===== config.mk =====
export PLATFORM = sky130hd
export DESIGN_NAME = dmem_arbiter
export DESIGN_NICKNAME = d
export VERILOG_FILES = /design/src/rtl/dmem_arbiter.sv
export SDC_FILE = /design/constraint.sdc
export NUM_CORES = 1
export LEC_CHECK = 0
export CAP_MARGIN = 0
export CORE_AREA = 2 2 120 122
export CTS_CLUSTER_SIZE = 8
export DETAILED_ROUTE_END_ITERATION = 10
export DIE_AREA = 0 0 122 124
export PLACE_DENSITY = 0.66
export SLEW_MARGIN = 20
export SYNTH_ARGS = -nofsm -noshare
export SYNTH_HDL_FRONTEND = slang
export SYNTH_SLANG_ARGS = --single-unit

===== constraint.sdc =====
create_clock -name clk -period 1.97 [get_ports clk]
set_input_delay 0.2955 -clock clk [delete_from_list [all_inputs] [get_ports clk]]
set_output_delay 0.2955 -clock clk [all_outputs]
set_load 0.01 [all_outputs]

===== src/rtl/dmem_arbiter.sv =====
// Two-master arbiter for the single-ported data memory: fixed priority to the CPU port (A),
// starvation escape and burst lock for the debug/DMA port (B), read responses routed by owner tag.
module dmem_arbiter #(
    parameter int unsigned ADDR_W     = 32,
    parameter int unsigned DATA_W     = 32,
    parameter int unsigned STB_W      = 4,
    parameter int unsigned RD_LATENCY = 1,
    parameter int unsigned MAX_WAIT   = 8
) (
    input  logic              clk,
    input  logic              rst,
    input  logic              a_req,
    input  logic [ADDR_W-1:0] a_addr,
    input  logic [DATA_W-1:0] a_wrdata,
    input  logic [STB_W-1:0]  a_wrstb,
    output logic              a_gnt,
    output logic              a_rvalid,
    output logic [DATA_W-1:0] a_rddata,
    input  logic              b_req,
    input  logic [ADDR_W-1:0] b_addr,
    input  logic [DATA_W-1:0] b_wrdata,
    input  logic [STB_W-1:0]  b_wrstb,
    input  logic              b_lock,
    output logic              b_gnt,
    output logic              b_rvalid,
    output logic [DATA_W-1:0] b_rddata,
    output logic [ADDR_W-1:0] mem_addr,
    output logic [DATA_W-1:0] mem_wrdata,
    output logic [STB_W-1:0]  mem_wrstb,
    input  logic [DATA_W-1:0] mem_rddata,
    output logic              b_starved
);

    localparam int unsigned WAIT_W = $clog2(MAX_WAIT + 1);

    typedef enum logic [1:0] {
        PRI_A  = 2'd0,
        PRI_B  = 2'd1,
        LOCK_B = 2'd2
    } state_t;

    state_t                  state;
    state_t                  state_nxt;
    logic [WAIT_W-1:0]       wait_cnt;
    logic [WAIT_W-1:0]       wait_nxt;
    logic [RD_LATENCY-1:0]   pipe_a;
    logic [RD_LATENCY-1:0]   pipe_b;
    logic                    push_a;
    logic                    push_b;

    // Grant decision, starvation counter and next state
    always_comb begin
        a_gnt     = 1'b0;
        b_gnt     = 1'b0;
        wait_nxt  = '0;
        state_nxt = state;

        if (!rst) begin
            unique case (state)
                PRI_A: begin
                    a_gnt = a_req;
                    b_gnt = b_req && !a_req;
                end
                PRI_B: begin
                    b_gnt = b_req;
                    a_gnt = a_req && !b_req;
                end
                LOCK_B: begin
                    b_gnt = b_req;
                end
                default: begin
                    a_gnt = 1'b0;
                    b_gnt = 1'b0;
                end
            endcase
        end

        if (b_req && !b_gnt) begin
            if (wait_cnt != WAIT_W'(MAX_WAIT))
                wait_nxt = wait_cnt + WAIT_W'(1);
            else
                wait_nxt = wait_cnt;
        end

        unique case (state)
            PRI_A: begin
                if (b_gnt && b_lock)
                    state_nxt = LOCK_B;
                else if (wait_nxt == WAIT_W'(MAX_WAIT))
                    state_nxt = PRI_B;
            end
            PRI_B: begin
                if (b_gnt)
                    state_nxt = b_lock ? LOCK_B : PRI_A;
            end
            LOCK_B: begin
                if (!b_lock)
                    state_nxt = PRI_A;
            end
            default: state_nxt = PRI_A;
        endcase
    end

    // Memory mux follows the grant; strobes are gated so an idle cycle never writes
    always_comb begin
        mem_addr   = b_gnt ? b_addr : a_addr;
        mem_wrdata = b_gnt ? b_wrdata : a_wrdata;
        mem_wrstb  = '0;
        if (a_gnt)
            mem_wrstb = a_wrstb;
        else if (b_gnt)
            mem_wrstb = b_wrstb;
    end

    assign push_a = a_gnt && (a_wrstb == '0);
    assign push_b = b_gnt && (b_wrstb == '0);

    always_ff @(posedge clk) begin
        if (rst) begin
            state     <= PRI_A;
            wait_cnt  <= '0;
            pipe_a    <= '0;
            pipe_b    <= '0;
            b_starved <= 1'b0;
        end else begin
            state     <= state_nxt;
            wait_cnt  <= wait_nxt;
            pipe_a    <= RD_LATENCY'({pipe_a, push_a});
            pipe_b    <= RD_LATENCY'({pipe_b, push_b});
            b_starved <= (state_nxt == PRI_B);
        end
    end

    // Owner tag emerges from the last stage in step with the memory read data
    assign a_rvalid = pipe_a[RD_LATENCY-1];
    assign b_rvalid = pipe_b[RD_LATENCY-1];
    assign a_rddata = mem_rddata;
    assign b_rddata = mem_rddata;

endmodule


=== Word level (Yosys, flattened, before mapping) ===
Cells that the tools add are included.

* Add/subtract/negate cells: 1
* Equal/unequal tests: 5
* Muxes and demuxes: 16
* Reduce and logical (&&, ||, !) cells: 13

{| class="wikitable"
|+ Operators by type and width
! kind !! number
|-
| two-way mux 32 bit || 2
|-
| two-way mux 4 bit || 4
|-
| two-way mux 2 bit || 5
|-
| logical NOT 4 bit || 2
|-
| logical AND 1 bit || 6
|-
| one-hot mux 2 bit (3 select lines) || 1
|-
| adder 4 x 1 -> 4 bit (second input constant) || 1
|-
| == test 2 x 1 -> 1 bit (second input constant) || 2
|-
| == test 4 bit (second input constant) || 1
|-
| != test 4 bit (second input constant) || 1
|-
| one-hot mux 1 bit (2 select lines) || 2
|-
| logical NOT 1 bit || 3
|-
| == test 2 bit (second input constant) || 1
|-
| logical NOT 2 bit || 1
|-
| two-way mux 1 bit || 2
|-
| OR reduction 2 bit || 1
|}

* Register bits after elaboration: 9
* Input bits: 173
* Output and inout port bits: 137
* Word-level logic and storage cells: 40

=== Longest topological paths before layout ===
Gate-level depths: netlist (run 1).

* Depth after elaboration: 12
* Mapped depth: 9
* Gate-level depth less buffers: 8

=== Worst setup path after synthesis (run 1) ===
No wires, ideal clock.

* Kind: reg-to-output
* From: register state[0]
* To: output port mem_addr[10]
* Arrival time: 1.624 ns
* Required time: 1.674 ns
* Path slack: 0.050 ns
* Cell stages (with the launch flop): 9
* Buffers on the path: 2
* Path through: dfxtp_1 inv_1 ha_1 nor2b_4 o211ai_4 buf_2 buf_2 nand2_1 nand2_1

* Cells in the longest elaborated chain, start to end: 5
* Elaborated cells between the ends (all ways): 7
* Classes of those cells: eq/ne (2); mux (3); reduce/logical (2)

{| class="wikitable"
|+ RTL lines
! element !! RTL line !! source
|-
| from (decl) || 42 || <nowiki>state_t state;</nowiki>
|-
| from (signal assigned) || 126 || <nowiki>state <= state_nxt;</nowiki>
|-
| == test 2 bit / == test 2 x 1 -> 1 bit (equally long branches) || 59 || <nowiki>unique case (state)</nowiki>
|-
| OR reduction 2 bit (no line) || -- ||
|-
| one-hot mux 1 bit (2 select lines) (*) || 59 ||
|-
| two-way mux 1 bit (*) || 58 || <nowiki>if (!rst) begin</nowiki>
|-
| two-way mux 32 bit (*) || 106 || <nowiki>mem_addr = b_gnt ? b_addr : a_addr;</nowiki>
|-
| to (decl) || 27 || <nowiki>output logic [ADDR_W-1:0] mem_addr,</nowiki>
|}

Every way passes the cells marked *; elsewhere a longest branch is shown, timed or not.

=== Worst setup path in the final report (run 1) ===
* From: register state[0]
* To: output port mem_wrdata[17]

* Cells in the longest elaborated chain, start to end: 5
* Elaborated cells between the ends (all ways): 7
* Classes of those cells: eq/ne (2); mux (3); reduce/logical (2)

{| class="wikitable"
|+ RTL lines
! element !! RTL line !! source
|-
| == test 2 bit / == test 2 x 1 -> 1 bit (equally long branches) || 59 ||
|-
| OR reduction 2 bit (no line) || -- ||
|-
| one-hot mux 1 bit (2 select lines) (*) || 59 ||
|-
| two-way mux 1 bit (*) || 58 ||
|-
| two-way mux 32 bit (*) || 107 || <nowiki>mem_wrdata = b_gnt ? b_wrdata : a_wrdata;</nowiki>
|-
| to (decl) || 28 || <nowiki>output logic [DATA_W-1:0] mem_wrdata,</nowiki>
|}

Marks and branches as above.

==> metrics.txt, run 1 <==
Placer Congestion 0.731; Max FO, Critical Path 5; footprint of the multi-input gates 1570 um2; share of layout cells above drive strength 1 41.8%; DRT iter0 DRCs 56; synthesized net count 520; Placed Instances 670; failing checks setup timing; mux cell area share after synthesis 0%; drt drc 0; drt wl/cell 16.0 um; clk_lat worst skew 0.23 ns; Syn Inst Count 341; R2R Path End state[1]; synthesis warning total 0; CP Launch Type flip-flop; maximum vdd drop 0.424 mV; Worst-Margin Slew 0.345 ns; final setup margin -0.188 ns; IO buf count 213; # rows 43; first-pass GRT wire length 15700 um; Core Box Area 13700 um2; crit end category primary output; vias in the first global route 2870; Post-layout nets 709; register area 183 um2; Peak Freq 463 MHz; Worst Hold Class input port to primary output; pin count of the biggest net entering global routing 14; grt ovf 0; Final Skew 0.00129 ns; register-to-register setup slack -0.09 ns; Place WS -0.528 ns; die width 122 um; Post-Layout Cell Count 709; cell count of the worst hold path 0; clk sink count 9; min cycle time layout 2.16 ns; WS Path Type flip-flop to primary output; sequential element share of the synthesized area 9.49%; Final Cycle Share 110%; CP required 1.67 ns; antenna viol nets, final 0; Hold EP b_rddata[20]; post-synthesis xor/xnor area fraction 1.38%; outcome finished, violations left; setup violators final 74; via count 2847; Synth cell types 37; commonest non-fill, non-tap cell in the layout clkdlybuf4s50_1; Die Height 124 um; main combinational cell family by area after synthesis simple AND/OR/NAND/NOR gates; max-cap violations 0; IO Pins 310; r2r worst-path depth 11; Tot GR Track Use 13.6%; clk slew on worst S/H paths 0.04 ns; Adder-Cell Fraction of Synth Area 3.96%; total CTS buffers 3; n_diodes 0; Synth-to-Final Area Change 154%; final-report hold violation count 0; Filler cells 1440; max_slew headroom 76.9%; root buffer cell clkbuf_16; H-tree Lvls 1; final wirelength 11400 um; Synth Area per Inst 5.57 um2; Clock Path Buffers 2; Synth Register Bits 9; router iterations before antenna repair 4; CTS tree done; Leakage Power 2.31 nW; HP Start mem_rddata[20]; dpl hpwl 6820 um; most frequent cells in the layout clkdlybuf4s50_1 (142), nand2_1 (115), buf_2 (50); PwrDens 323 nW/um2; RR Startpoint state[0]; fin util 35.1%; Synth Area in Compound Gates 7.98%; Initial Utilization 13.8%; vias per inst 4.02; total die area 15100 um2; post-synthesis simple-gate area fraction 46.5%; max-slew violation count 0; Cell Area, Synth 1900 um2; initial antenna violation count 0; RSZ-0062 raised after global routing yes; WP data arrival 1.86 ns
[through the flow]
step	power, mW	area [um2]	hold WS (ns)	TNS, ns
after floorplan	0.569	1900	0.448	0
after global placement	1.01	3850	0.591	-33.89
after detailed placement	1.01	3850	0.591	-34.30
after CTS	1.51	4580	0.591	-9.57
after global routing	1.65	4820	0.591	-13.52
final	1.56	4820	0.591	-8.17
[synth_stat cells]
cell,number,area (um2)
o211ai_4,1,21.3
nor2b_4,1,13.8
inv_2,1,3.75
nor2_1,9,33.8
nor2b_1,1,6.26
inv_1,8,30.0
buf_4,64,480
a22o_1,4,35.0
nor3b_2,1,12.5
o21a_1,1,7.51
nand2_1,194,728
and2_1,1,6.26
a31oi_1,2,12.5
nor4_4,1,21.3
dfxtp_1,9,180
o211ai_1,1,7.51
a22oi_1,2,15.0
o21ai_0,2,10.0
clkbuf_1,2,7.51
a21o_1,1,7.51
a211oi_1,1,7.51
nand3_1,2,10.0
o32ai_1,1,8.76
o21ai_1,1,5.00
nand2_2,1,6.26
nand4bb_1,1,11.3
buf_2,12,60.1
a21oi_1,1,5.00
o2111ai_1,1,8.76
ha_1,6,75.1
nor4_1,1,6.26
or2_2,1,6.26
xnor2_1,1,8.76
nand2b_1,1,6.26
nand3b_1,1,7.51
xor2_1,2,17.5
or4_1,1,7.51
[registers in the layout (all words and copies together), names as in the netlist]
| name | flops |
|---|---|
| b_rvalid | 1 |
| wait_cnt | 4 |
| b_starved | 1 |
| a_rvalid | 1 |
| state | 2 |
[kinds of logic (layout without fill, tap and decap cells)]
| kind of cell | count (synthesis) | in the layout |
|---|---|---|
| compound gates | 19 | 19 |
| xor+xnor | 3 | 3 |
| fa+ha+maj | 6 | 6 |
| buf+inv | 87 | 275 |
| flops | 9 | 9 |
| simple gates | 217 | 217 |
[critical path, stage by stage (launching register included)]
cell and delay, ns:
dfxtp_2 0.32, buf_6 0.13, ha_4 0.16, nor2_4 0.13, o211ai_4 0.12, buf_12 0.16, buf_12 0.13, buf_16 0.13
buf_4 0.13, nand2_2 0.05, nand2_2 0.06, buf_6 0.11
[layout make-up]
type,count,share of cell area (%)
repair buffers,261,56.0
multi-input cells,245,32.6
well taps,180,4.68
flip-flops and latches,9,3.79
clock buffers,4,1.64
inverters,9,1.04
repair inverters,1,0.338
[worst max path at each step]
stage | from | endpoint | depth (start not counted)
after floorplan | state[0] | mem_addr[10] | 8
after global placement | a_req | mem_wrdata[5] | 7
after detailed placement | a_req | mem_wrdata[5] | 7
after CTS | state[0] | mem_addr[11] | 11
after global routing | state[1] | mem_wrdata[14] | 11
final | state[0] | mem_wrdata[17] | 11
[per-layer routing]
layer / vias to the layer above / routed length [um] / global-route usage [%]
li1: 1382 / - / -
met1: 1229 / 4430 / 16.1
met2: 227 / 5180 / 23.4
met3: 9 / 1650 / 6.32
met4: 0 / 106 / 1.36
met5: - / 0 / 0
[timing repair]
action,CTS,global route
setup buffers,17,5
cloned,15,2
hold endpoints to repair,0,0
pin swaps,52,33
hold buffers,0,0
setup endpoints to repair,77,76
gates resized for setup,403,63
[power by group]
part	total, mW	switching [mW]	internal (mW)	leakage, nW
combinational	1.01	0.412	0.602	2.20
clock	0.353	0.0832	0.270	0.0382
sequential	0.191	0.00432	0.187	0.0738
Note: power is estimated with default switching activity, not from simulation.
==> run 2: changes to the inputs <==
--- a/config.mk
+++ b/config.mk
@@ -11,6 +11,7 @@
 export DETAILED_ROUTE_END_ITERATION = 10
 export DIE_AREA = 0 0 122 124
 export PLACE_DENSITY = 0.66
+export RECOVER_POWER = 100
 export SLEW_MARGIN = 20
 export SYNTH_ARGS = -nofsm -noshare
 export SYNTH_HDL_FRONTEND = slang
==> run 2 against run 1 <==
The run still ends with setup timing left. Clock power barely moved. Global-route usage did not move. Sequential power barely moved. Critical path type unchanged.
==> metrics.txt, run 2 (synthesis gave the netlist of run 1 again) <==
outcome finished, violations left (unchanged); failing checks setup timing (unchanged); final wirelength 11400 um (about the same); Final Cycle Share 110% (about the same); Flop pwr share 12.3% (about the same); drt drc 0 (unchanged); critical path's top delay family buffers and inverters (unchanged); RSZ-0062 raised after global routing yes (unchanged); die width 122 um (unchanged); clock power share 22.7% (about the same); CTS Hold Bufs 0 (unchanged); dpl hpwl 6820 um (unchanged); crit end category primary output (unchanged); IO buf count 213 (unchanged); Leakage Power 2.32 nW (was 2.31 nW); CP max stage delay 0.32 ns (about the same); WP data arrival 1.86 ns (about the same); Clock Path Buffers 2 (unchanged); grt ovf 0 (unchanged); initial antenna violation count 0 (unchanged); # rows 43 (unchanged); critical path, cell by cell buf_6, ha_4, nor2_4, o211ai_4, buf_12, buf_12, buf_16, buf_4, nand2_2, nand2_2, buf_6 (unchanged); Initial Utilization 13.8% (unchanged); Post-Layout Cell Count 709 (unchanged); commonest non-fill, non-tap cell in the layout clkdlybuf4s50_1 (unchanged); Worst-Margin Slew 0.330 ns (was 0.345 ns); drt wl/cell 16.0 um (about the same); Core Box Area 13700 um2 (unchanged); Largest register FFs 4 (unchanged); switching share of power 32.0% (about the same); Gate power share 65.1% (about the same); Synth-to-Final Area Change 154% (about the same); vias in the first global route 2870 (unchanged); clk slew on worst S/H paths 0.04 ns (about the same); Largest Register wait_cnt (unchanged); total die area 15100 um2 (unchanged); CP max-delay cell dfxtp_2 (unchanged); max-slew violation count 0 (unchanged); setup violators final 74 (unchanged); share of layout cells above drive strength 1 41.6% (was 41.8%); Max FO, Critical Path 5 (unchanged); Final Skew 0.00148 ns (was 0.00129 ns); pin count of the biggest net entering global routing 14 (unchanged); DRT iter0 DRCs 46 (was 56); total CTS buffers 3 (unchanged); Pint 1.06 mW (about the same); WS Path Type flip-flop to primary output (unchanged); Worst Hold Class input port to primary output (unchanged); Filler cells 1442 (was 1440); most frequent cells in the layout clkdlybuf4s50_1 (139), nand2_1 (115), buf_2 (50) (was clkdlybuf4s50_1 (142), nand2_1 (115), buf_2 (50)); final setup margin -0.188 ns (about the same); antenna viol nets, final 0 (unchanged); n_diodes 0 (unchanged); clk_lat worst skew 0.23 ns (about the same); Critical path buffers and inverters 6 (unchanged); router iterations before antenna repair 4 (unchanged); first-pass GRT wire length 15700 um (unchanged); max-cap violations 0 (unchanged); Placer Congestion 0.731 (unchanged); clk sink count 9 (unchanged); PwrDens 323 nW/um2 (about the same); min cycle time layout 2.16 ns (about the same); finished layout cell area 4810 um2 (was 4820 um2); Top Registers wait_cnt x4, state x2 (unchanged); Tot GR Track Use 13.6% (unchanged); Placed Instances 670 (unchanged); CP required 1.67 ns (about the same); CP Launch Type flip-flop (unchanged); H-tree Lvls 1 (unchanged); Placed Area 3850 um2 (unchanged); via count 2842 (was 2847); Post-layout nets 709 (unchanged); root buffer cell clkbuf_16 (unchanged); Peak Freq 463 MHz (about the same); max_slew headroom 77.9% (was 76.9%); Net Sw Power 499 uW (about the same); vias per inst 4.01 (was 4.02); maximum vdd drop 0.424 mV (about the same); IO Pins 310 (unchanged); Die Height 124 um (unchanged); CTS tree done (unchanged); final-report hold violation count 0 (unchanged)
==> run 2: cell count changes in the layout (fill, tap and decap cells not counted), sizes merged <==
cell | before | now
clkdlybuf4s50 | 142 | 139
dlygate4sd3 | 0 | 3
==> run 2: timing repair <==
action | 4_1_cts | 5_1_grt
pin swaps | 52 | 33
gates cloned | 15 | 2
hold endpoints to repair | 0 | 0
setup endpoints to repair | 77 | 76
buffers inserted | 17 | 5
resized for setup | 403 | 63
==> run 2: metal layers <==
metal	vias up	global-route usage, %	part of all wire [%]
met4	0	1.36	0.93
met5	-	0	0
met3	9	6.32	14
met1	1228	16.1	39
met2	221	23.4	46
li1	1384	-	-
==> run 2: stage by stage <==
stage	total power [mW]	worst slack, ns	utilization (%)	TNS, ns	hold slack [ns]
2_1_floorplan	0.569	0.0504	-	0	0.448
3_3_place_gp	1.01	-0.507	28.1	-33.89	0.591
3_5_place_dp	1.01	-0.528	28.1	-34.30	0.591
4_1_cts	1.51	-0.227	33.4	-9.57	0.591
5_1_grt	1.65	-0.237	35.1	-13.69	0.591
6_report	1.56	-0.188	35.1	-8.12	0.591
==> run 2: path summary, 6_finish.rpt <==
kind / from / to / slack (ns) / cells past startpoint
max: state[0] / mem_wrdata[17] / -0.19 / 11
min: mem_rddata[20] / b_rddata[20] / 0.59 / 0
max reg2reg: state[1] / b_starved / -0.07 / 12
min reg2reg: wait_cnt[0] / wait_cnt[0] / 0.63 / 2
==> run 2: power groups by stage <==
stage / Sequential, mW / Clock, mW / Combinational, mW
6_report: 0.191 / 0.353 / 1.01
3_5_place_dp: 0.193 / 0 / 0.820
3_3_place_gp: 0.193 / 0 / 0.820
2_1_floorplan: 0.193 / 0 / 0.376
5_1_grt: 0.192 / 0.367 / 1.09
4_1_cts: 0.191 / 0.358 / 0.963
==> run 2: final cells by class <==
class                   count  area (um2)  share of cell area [%]
repair buffers            261        2700                    56.0
flip-flops and latches      9         183                    3.80
multi-input cells         245        1560                    32.5
inverters                   9        50.0                    1.04
well taps                 180         225                    4.68
clock buffers               4        78.8                    1.64
repair inverters            1        16.3                   0.338
==> run 2: worst register-to-register path, cell delays in order (launching register included) <==
cell and delay (ns):
dfxtp_2 0.34, inv_2 0.06, ha_4 0.15, nor2b_4 0.13
o211ai_4 0.22, buf_12 0.16, buf_12 0.12, buf_16 0.14
buf_8 0.12, nand2_4 0.05, nor4_4 0.19, o21ai_1 0.12
a31oi_1 0.17
